`config.mk`:
```
export PLATFORM = sky130hd
export DESIGN_NAME = ysyx_25040109_mc_seq
export DESIGN_NICKNAME = d
export VERILOG_FILES = /design/src/rtl/ysyx_25040109_mc_seq.sv
export SDC_FILE = /design/constraint.sdc
export NUM_CORES = 1
export LEC_CHECK = 0
export BUFFER_PORTS_ARGS = -buffer_cell sky130_fd_sc_hd__buf_4
export CAP_MARGIN = 20
export CORE_AREA = 2 2 175 177
export CTS_CLUSTER_DIAMETER = 80
export DETAILED_ROUTE_END_ITERATION = 10
export DIE_AREA = 0 0 177 179
export HOLD_SLACK_MARGIN = 0.15
export SYNTH_ARGS = -nofsm -noshare
export SYNTH_HDL_FRONTEND = slang
export SYNTH_SLANG_ARGS = --single-unit
```
`constraint.sdc`:
```
create_clock -name clk -period 5.1 [get_ports clk]
set_input_delay 1.02 -clock clk [delete_from_list [all_inputs] [get_ports clk]]
set_output_delay 1.02 -clock clk [all_outputs]
set_load 0.02 [all_outputs]
```
`src/rtl/ysyx_25040109_mc_seq.sv`:
```
// Multi-cycle RV32 sequencer: owns PC, instruction latch, trap sequencing and write strobes.
// Optional perf counters behind YSYX_25040109_PERF_EN; all outputs are Moore outputs of the current state.
module ysyx_25040109_mc_seq #(
    parameter int              XLEN     = 32,
    parameter logic [XLEN-1:0] RESET_PC = 32'h8000_0000,
    parameter int              TIMEOUT  = 255
) (
    input  logic            clk,
    input  logic            rst_n,
    output logic            imem_req_valid,
    input  logic            imem_req_ready,
    output logic [XLEN-1:0] imem_addr,
    input  logic            imem_resp_valid,
    input  logic            imem_resp_err,
    input  logic [31:0]     imem_rdata,
    output logic            dmem_req_valid,
    input  logic            dmem_req_ready,
    output logic            dmem_wr,
    input  logic            dmem_resp_valid,
    input  logic            dmem_resp_err,
    input  logic [XLEN-1:0] dmem_rdata,
    input  logic            dec_is_load,
    input  logic            dec_is_store,
    input  logic            dec_is_ecall,
    input  logic            dec_invalid,
    input  logic            dec_gpr_we,
    input  logic            dec_csr_we,
    input  logic [XLEN-1:0] dec_next_pc,
    input  logic [XLEN-1:0] mtvec,
    output logic [XLEN-1:0] pc,
    output logic [31:0]     inst,
    output logic [XLEN-1:0] load_data,
    output logic            gpr_we,
    output logic            csr_we,
    output logic            trap_csr_we,
    output logic [11:0]     trap_csr_addr,
    output logic [XLEN-1:0] trap_csr_wdata,
    output logic            commit,
    output logic [63:0]     mcycle,
    output logic [63:0]     minstret
);

    typedef enum logic [2:0] {
        FETCH, F_WAIT, EXEC, MEM, M_WAIT, WB, TRAP_EPC, TRAP_CAUSE
    } state_t;

    localparam int TW = (TIMEOUT > 1) ? $clog2(TIMEOUT + 1) : 1;
    localparam logic [TW-1:0] TMO_LAST = (TIMEOUT > 0) ? TW'(TIMEOUT - 1) : '0;

    state_t          state_q, state_d;
    logic [3:0]      cause_q, cause_d;
    logic [TW-1:0]   tcnt_q;
    logic            started_q;
    logic            tmo;
    logic            counting;
    logic [3:0]      mem_fault;

    // The last counted cycle of a wait is the deadline; a handshake on that cycle still wins.
    assign tmo       = (TIMEOUT != 0) && (tcnt_q == TMO_LAST);
    assign counting  = (state_q == FETCH) || (state_q == F_WAIT) ||
                       (state_q == MEM)   || (state_q == M_WAIT);
    assign mem_fault = dec_is_store ? 4'd7 : 4'd5;

    always_comb begin
        state_d = state_q;
        cause_d = cause_q;
        case (state_q)
            FETCH: begin
                if (started_q) begin
                    if (imem_req_ready) begin
                        state_d = F_WAIT;
                    end else if (tmo) begin
                        state_d = TRAP_EPC;
                        cause_d = 4'd1;
                    end
                end
            end
            F_WAIT: begin
                if (imem_resp_valid) begin
                    if (imem_resp_err) begin
                        state_d = TRAP_EPC;
                        cause_d = 4'd1;
                    end else begin
                        state_d = EXEC;
                    end
                end else if (tmo) begin
                    state_d = TRAP_EPC;
                    cause_d = 4'd1;
                end
            end
            EXEC: begin
                if (dec_invalid) begin
                    state_d = TRAP_EPC;
                    cause_d = 4'd2;
                end else if (dec_is_ecall) begin
                    state_d = TRAP_EPC;
                    cause_d = 4'd11;
                end else if (dec_is_load || dec_is_store) begin
                    state_d = MEM;
                end else begin
                    state_d = WB;
                end
            end
            MEM: begin
                if (dmem_req_ready) begin
                    state_d = M_WAIT;
                end else if (tmo) begin
                    state_d = TRAP_EPC;
                    cause_d = mem_fault;
                end
            end
            M_WAIT: begin
                if (dmem_resp_valid) begin
                    if (dmem_resp_err) begin
                        state_d = TRAP_EPC;
                        cause_d = mem_fault;
                    end else begin
                        state_d = WB;
                    end
                end else if (tmo) begin
                    state_d = TRAP_EPC;
                    cause_d = mem_fault;
                end
            end
            WB:         state_d = FETCH;
            TRAP_EPC:   state_d = TRAP_CAUSE;
            TRAP_CAUSE: state_d = FETCH;
            default:    state_d = FETCH;
        endcase
    end

    always_ff @(posedge clk or negedge rst_n) begin
        if (!rst_n) begin
            state_q   <= FETCH;
            cause_q   <= 4'd0;
            tcnt_q    <= '0;
            started_q <= 1'b0;
            pc        <= RESET_PC;
            inst      <= 32'd0;
            load_data <= '0;
        end else begin
            state_q   <= state_d;
            cause_q   <= cause_d;
            started_q <= 1'b1;
            if (state_d != state_q || !started_q) begin
                tcnt_q <= '0;
            end else if (counting) begin
                tcnt_q <= tcnt_q + 1'b1;
            end
            if (state_q == F_WAIT && imem_resp_valid) begin
                inst <= imem_rdata;
            end
            if (state_q == M_WAIT && dmem_resp_valid) begin
                load_data <= dmem_rdata;
            end
            if (state_q == WB) begin
                pc <= dec_next_pc;
            end else if (state_q == TRAP_CAUSE) begin
                pc <= mtvec;
            end
        end
    end

    assign imem_req_valid = (state_q == FETCH) && started_q;
    assign imem_addr      = pc;
    assign dmem_req_valid = (state_q == MEM);
    assign dmem_wr        = (state_q == MEM) && dec_is_store;
    assign gpr_we         = (state_q == WB) && dec_gpr_we;
    assign csr_we         = (state_q == WB) && dec_csr_we;
    assign trap_csr_we    = (state_q == TRAP_EPC) || (state_q == TRAP_CAUSE);
    assign trap_csr_addr  = (state_q == TRAP_CAUSE) ? 12'h342 :
                            (state_q == TRAP_EPC)   ? 12'h341 : 12'h000;
    assign trap_csr_wdata = (state_q == TRAP_CAUSE) ? {{(XLEN-4){1'b0}}, cause_q} :
                            (state_q == TRAP_EPC)   ? pc : '0;
    assign commit         = (state_q == WB) || (state_q == TRAP_CAUSE);

`ifdef YSYX_25040109_PERF_EN
    logic [63:0] mcycle_q, minstret_q;

    always_ff @(posedge clk or negedge rst_n) begin
        if (!rst_n) begin
            mcycle_q   <= 64'd0;
            minstret_q <= 64'd0;
        end else begin
            mcycle_q <= mcycle_q + 64'd1;
            if (state_q == WB) begin
                minstret_q <= minstret_q + 64'd1;
            end
        end
    end

    assign mcycle   = mcycle_q;
    assign minstret = minstret_q;
`else
    assign mcycle   = 64'd0;
    assign minstret = 64'd0;
`endif

endmodule

```
==> results of run 1 <==
-- area by class of cell --
| class | instances | area share [%] |
|---|---|---|
| Multi-Input combinational cell | 441 | 32.31 |
| Sequential cell | 112 | 31.51 |
| Timing Repair Buffer | 320 | 27.13 |
| Tap cell | 396 | 5.566 |
| Clock buffer | 10 | 2.572 |
| Clock inverter | 6 | 0.6044 |
| Inverter | 6 | 0.2530 |
| Antenna cell | 2 | 0.05622 |
-- placed cells by master, fill, tap and decap left out, types with 2 or more instances in the layout --
master | netlist | final
nor2_4 | 1 | 2
nor3_1 | 2 | 2
nor2b_1 | 5 | 5
a21o_1 | 2 | 2
mux2_2 | 65 | 65
nor2_1 | 7 | 7
mux2i_1 | 32 | 32
nor4_1 | 8 | 8
and3_1 | 32 | 32
nor3b_1 | 3 | 3
nand3_1 | 3 | 3
o21ai_0 | 37 | 37
clkinvlp_4 | 0 | 3
a21oi_1 | 11 | 11
diode_2 | 0 | 2
xor2_1 | 6 | 6
dfrtp_1 | 111 | 110
nand2_1 | 39 | 38
a22o_1 | 5 | 5
clkbuf_16 | 0 | 9
and2_1 | 4 | 4
inv_1 | 6 | 6
nand2b_1 | 6 | 6
nand4_1 | 5 | 5
or4_1 | 2 | 2
inv_8 | 0 | 2
o211ai_1 | 2 | 2
conb_1 | 2 | 136
buf_4 | 171 | 319
ha_1 | 2 | 2
-- through the flow --
step                      setup WS [ns]  hold slack, ns  area, um^2  util (%)
after floorplan                   2.502          0.4500        7123         -
after detailed placement          1.883          0.4964        8615     28.69
after global placement            1.917          0.4917        8615     28.69
final                             1.513          0.5103        8902     29.65
after CTS                         1.470          0.5157        8897     29.63
after global routing              1.174          0.5332        8900     29.64
-- layer usage --
layer | global-route usage, % | share of wire (%)
met1 | 15.96 | 43
met2 | 19.93 | 50
met3 | 2.417 | 5.7
met5 | 0 | 0.049
met4 | 3.306 | 1.3
-- Yosys cell counts, types with 3 or more instances --
master	instances
a21oi_1	11
a22o_1	5
and2_1	4
and3_1	32
buf_2	11
buf_4	171
buf_6	3
clkbuf_1	17
dfrtp_1	111
inv_1	6
mux2_2	65
mux2i_1	32
nand2_1	39
nand2b_1	6
nand3_1	3
nand4_1	5
nor2_1	7
nor2b_1	5
nor3b_1	3
nor4_1	8
o21ai_0	37
xor2_1	6
-- report_power, final --
part | internal [W] | switching [W] | total (W)
registers | 0.00131 | 0.000382 | 0.00169
clock network | 0.000341 | 0.000377 | 0.000718
logic | 0.00140 | 0.00185 | 0.00324
-- flip-flops by register name, indices dropped and copies added (netlist names) --
| signal | cells |
|---|---|
| imem_addr | 32 |
| inst | 32 |
| load_data | 32 |
| tcnt_q | 8 |
| cause_q | 4 |
| state_q | 3 |
| started_q | 1 |
-- logic make-up after synthesis --
logic type	synth area share [%]
flops	42.35
simple gates	11.53
buf+inv	22.04
other cells	0.1134
fa+ha+maj	0.3779
compound gates	6.767
mux	15.89
xor+xnor	0.9261
-- final timing paths --
path                             from       endpoint  cells past startpoint
min in group asynchronous       rst_n       inst[24]                      1
min reg2reg                  inst[30]       inst[30]                      1
max                        state_q[2]         csr_we                      3
max reg2reg                state_q[2]      tcnt_q[0]                      6
min                          inst[30]       inst[30]                      1
max in group asynchronous       rst_n  imem_addr[31]                      2
==> results_dict.tcl, run 1 <==
set metrics [dict create \
    run_status "completed" \
    ys.flop_type "dfrtp_1" \
    wl_per_cell_um 15.66 \
    drt_iter0_drc 140 \
    power.total_w 0.005653 \
    slew_headroom_pct 30.69 \
    avgSynthCellArea_um2 10.56 \
    dr_total_vias 5105 \
    routed_wl_mm 20.25 \
    gp_congestion 0.7750 \
    synth_top_cell_area_share_pct 41.96 \
    period_needed_ns 3.587 \
    ff2ff_setup_slack_ns 2.07 \
    syn_area_um2 6620 \
    ys_top_cells_by_area "dfrtp_1, buf_4, mux2_2, mux2i_1, and3_1" \
    cpPeakStageDelay_ns 0.89 \
    yosysWarnings 0 \
    path_class "reg2out" \
    setup.worst_path.end_class "output pin" \
    cts_max_level 3 \
    rows 64 \
    clkSinkCount 112 \
    floorplan.die_area_um2 31680 \
    cp_max_fo 38 \
    n_fill_cell 3143 \
    finalSetupViolCount 0 \
    clk_pin_slew_ns 0.08 \
    worstPathRequired_ns 4.08 \
    grt_antenna_before_repair 2 \
    cts_setup_buffers 0 \
    synth_cells 627 \
    crit_path_top_delay_cell "dfrtp_1" \
    yosys.area.top_type "dfrtp_1" \
    worstPathArrival_ns 2.57 \
    crit_buf_inv 1 \
    synth-seq-area-share_pct 42.35 \
    port_buffers 313 \
    ios 449 \
    dp_hpwl_mm 15.45 \
    floorplan.initialDensity_pct 22.05 \
    p_leak_nw 4.585 \
    final-seq-area_um2 2805 \
    drtPass1Iterations 4 \
    core_area_um2 30030 \
    cp-start-kind "register" \
    hold_path_class "reg2reg" \
    post_cts_resized 0 \
    cts_root_buf "clkbuf_16" \
    cts_inserted_buffers 9 \
    layout-drive-gt1-share_pct 46.37 \
    grt_setup_unrepaired "no" \
    fp.dieW_um 177 \
    max_slew.worst_pin.slew_ns 1.037 \
    dp.cells 1275 \
    antenna_left 0 \
    grt_overflow_total 0 \
    pwr_density_cell_nw_per_um2 635.0 \
    finalClockSkew_ns 0.01027 \
    grt_pass1_vias 4817 \
    drv_slew 0 \
    timing.fmax_mhz 278.8 \
    multi_input_area_um2 2877 \
    async_flop_share_pct 100.0 \
    drc_errors 0 \
    path_delay_family "simple AND/OR/NAND/NOR gates" \
    post-route-period-util_pct 70.33 \
    grt_pass1_wl_mm 28.90 \
    finalNetCount 1034 \
    via_per_inst 3.948 \
    tns_ns 0 \
    finalHoldViolCount 0 \
    synth_edf_count 0 \
    die_y_um 179 \
    cts_tree "yes" \
    worstSkewPairLatency_ns 0.36 \
    final_cells 1293 \
    ctsHoldBuffers 0 \
    grt_max_degree 65 \
    ys_ff_latch 112 \
    yosysUniqueCellTypes 56 \
    grt_use_total_pct 12.05 \
    irDropWorstVdd_mv 0.2202 \
    syn_to_final_growth_pct 34.47 \
    maxCapViolations 0 \
    clockBufferDepth 2 \
    path_cells "nand2_2, nor3b_1, buf_4" \
]
Power figures use the tool's default switching activity.
==> run 2, diff against run 1 <==
==> constraint.sdc (replaced) <==
create_clock -name clk -period 3.8 [get_ports clk]
set_input_delay 0.76 -clock clk [delete_from_list [all_inputs] [get_ports clk]]
set_output_delay 0.76 -clock clk [all_outputs]
set_load 0.02 [all_outputs]
==> run 2 against run 1 <==
Against the previous run:
- register-to-register slack worse by 0.69 ns
- sequential power up 37%
- sequential share of layout area down 0.18 points
- cell count up 0.15%
- first-iteration DRC count up 34%
- critical path type unchanged
- die area unchanged
- sequential cell count unchanged
==> results_dict.tcl, run 2 (synthesized netlist as in run 1, its figures left out) <==
set metrics [dict create \
    finalSetupViolCount 0 \
    grt_antenna_before_repair 2 \
    run_status "completed" \
    worstPathArrival_ns 2.44 \
    post_cts_resized 0 \
    antenna_left 0 \
    via_per_inst 3.880 \
    dr_total_vias 5025 \
    post-route-util_pct 29.82 \
    grt_pass1_vias 4604 \
    timing.fmax_mhz 312.5 \
    clk_pin_slew_ns 0.09 \
    clockBufferDepth 2 \
    grt_max_degree 50 \
    multi_input_area_um2 2877 \
    drv_slew 0 \
    tns_ns 0 \
    die_y_um 179 \
    timing.rr.start "state_q[0]" \
    post-route-cell-area_um2 8955 \
    fp.dieW_um 177 \
    maxCapViolations 0 \
    drtPass1Iterations 4 \
    layout-drive-gt1-share_pct 46.54 \
    cp_max_fo 28 \
    cts_max_level 3 \
    cp-startpoint "state_q[1]" \
    layout_commonest_cell "buf_4" \
    max_slew.worst_pin.slew_ns 1.029 \
    cts_root_buf "clkbuf_16" \
    period_needed_ns 3.200 \
    syn_to_final_growth_pct 35.27 \
    n_fill_cell 3146 \
    grt_setup_unrepaired "no" \
    final-seq-area_um2 2805 \
    routed_wl_mm 19.65 \
    grt_pass1_wl_mm 27.79 \
    hold_path_class "in2async" \
    clkSinkCount 112 \
    dp_hpwl_mm 15.21 \
    worstPathRequired_ns 3.04 \
    final_cell_mix "buf_4, conb_1, dfrtp_1" \
    irDropWorstVdd_mv 0.2870 \
    finalHoldViolCount 0 \
    cts_setup_buffers 0 \
    ios 449 \
    slew_headroom_pct 31.21 \
    dp.cells 1276 \
    rows 64 \
    drt_iter0_drc 188 \
    placed_area_um2 8622 \
    core_area_um2 30030 \
    ff2ff_setup_slack_ns 1.38 \
    grt_overflow_total 0 \
    cp-start-kind "register" \
    worstSkewPairLatency_ns 0.36 \
    whs_ns 0.4287 \
    final_cells 1295 \
    finalClockSkew_ns 0.009092 \
    drc_errors 0 \
    p_leak_nw 4.622 \
    cts_inserted_buffers 9 \
    wl_per_cell_um 15.17 \
    post-route-period-util_pct 84.22 \
    setup.worst_path.end_class "output pin" \
    ctsHoldBuffers 0 \
    path_class "reg2out" \
    pwr_density_cell_nw_per_um2 857.1 \
    finalNetCount 1035 \
    port_buffers 313 \
    cts_tree "yes" \
    gp_congestion 0.7919 \
    floorplan.initialDensity_pct 22.05 \
    floorplan.die_area_um2 31680 \
    grt_use_total_pct 11.61 \
]
[run 2: cell types whose count changed in the layout (fill, tap and decap cells not counted), moves of 2 or more]
cell and change:
bufinv_16 +2, clkinvlp_4 -3, inv_6 +3, inv_8 -2
[run 2: final timing paths]
| check | endpoint | cells past startpoint |
|---|---|---|
| hold / removal | inst[1] | 1 |
| hold reg to reg | inst[10] | 1 |
| setup reg to reg | tcnt_q[6] | 6 |
| max in group asynchronous | load_data[24] | 2 |
| min in group clk | inst[10] | 1 |
| setup / recovery | trap_csr_wdata[1] | 4 |
[run 2: layer usage]
metal / track usage [%] / wire length [um] / vias up
li1: - / - / 2368
met1: 16.06 / 8903 / 2454
met2: 18.14 / 9547 / 191
met3: 2.226 / 1006 / 12
met4: 3.788 / 189 / 0
met5: 0 / 0 / -
[run 2: final cells by class]
| type | instances | share of cell area (%) |
|---|---|---|
| Timing Repair Buffer | 321 | 27.05 |
| Inverter | 6 | 0.2515 |
| Clock buffer | 9 | 2.515 |
| Sequential cell | 112 | 31.33 |
| Multi-Input combinational cell | 441 | 32.12 |
| Clock inverter | 7 | 1.118 |
| Tap cell | 396 | 5.533 |
| Antenna cell | 3 | 0.08383 |
[run 2: stage by stage]
| stage | worst slack [ns] | total power [W] |
|---|---|---|
| 2_1_floorplan | 1.462 | 0.005099 |
| 3_3_place_gp | 1.087 | 0.006598 |
| 3_5_place_dp | 1.045 | 0.006649 |
| 4_1_cts | 0.6165 | 0.007781 |
| 5_1_grt | 0.4187 | 0.008146 |
| 6_report | 0.5995 | 0.007675 |
[run 2: worst max-delay path, cell delays in order (launching register included)]
cell	delay (ns)
dfrtp_2	0.74
and2b_1	0.65
and2_1	0.36
a22o_1	0.18
buf_4	0.14
[run 2: report_power, final]
part           internal, W  switching, W
Combinational      0.00187       0.00241
Sequential         0.00176      0.000554
Clock             0.000587      0.000493
Total              0.00422       0.00346
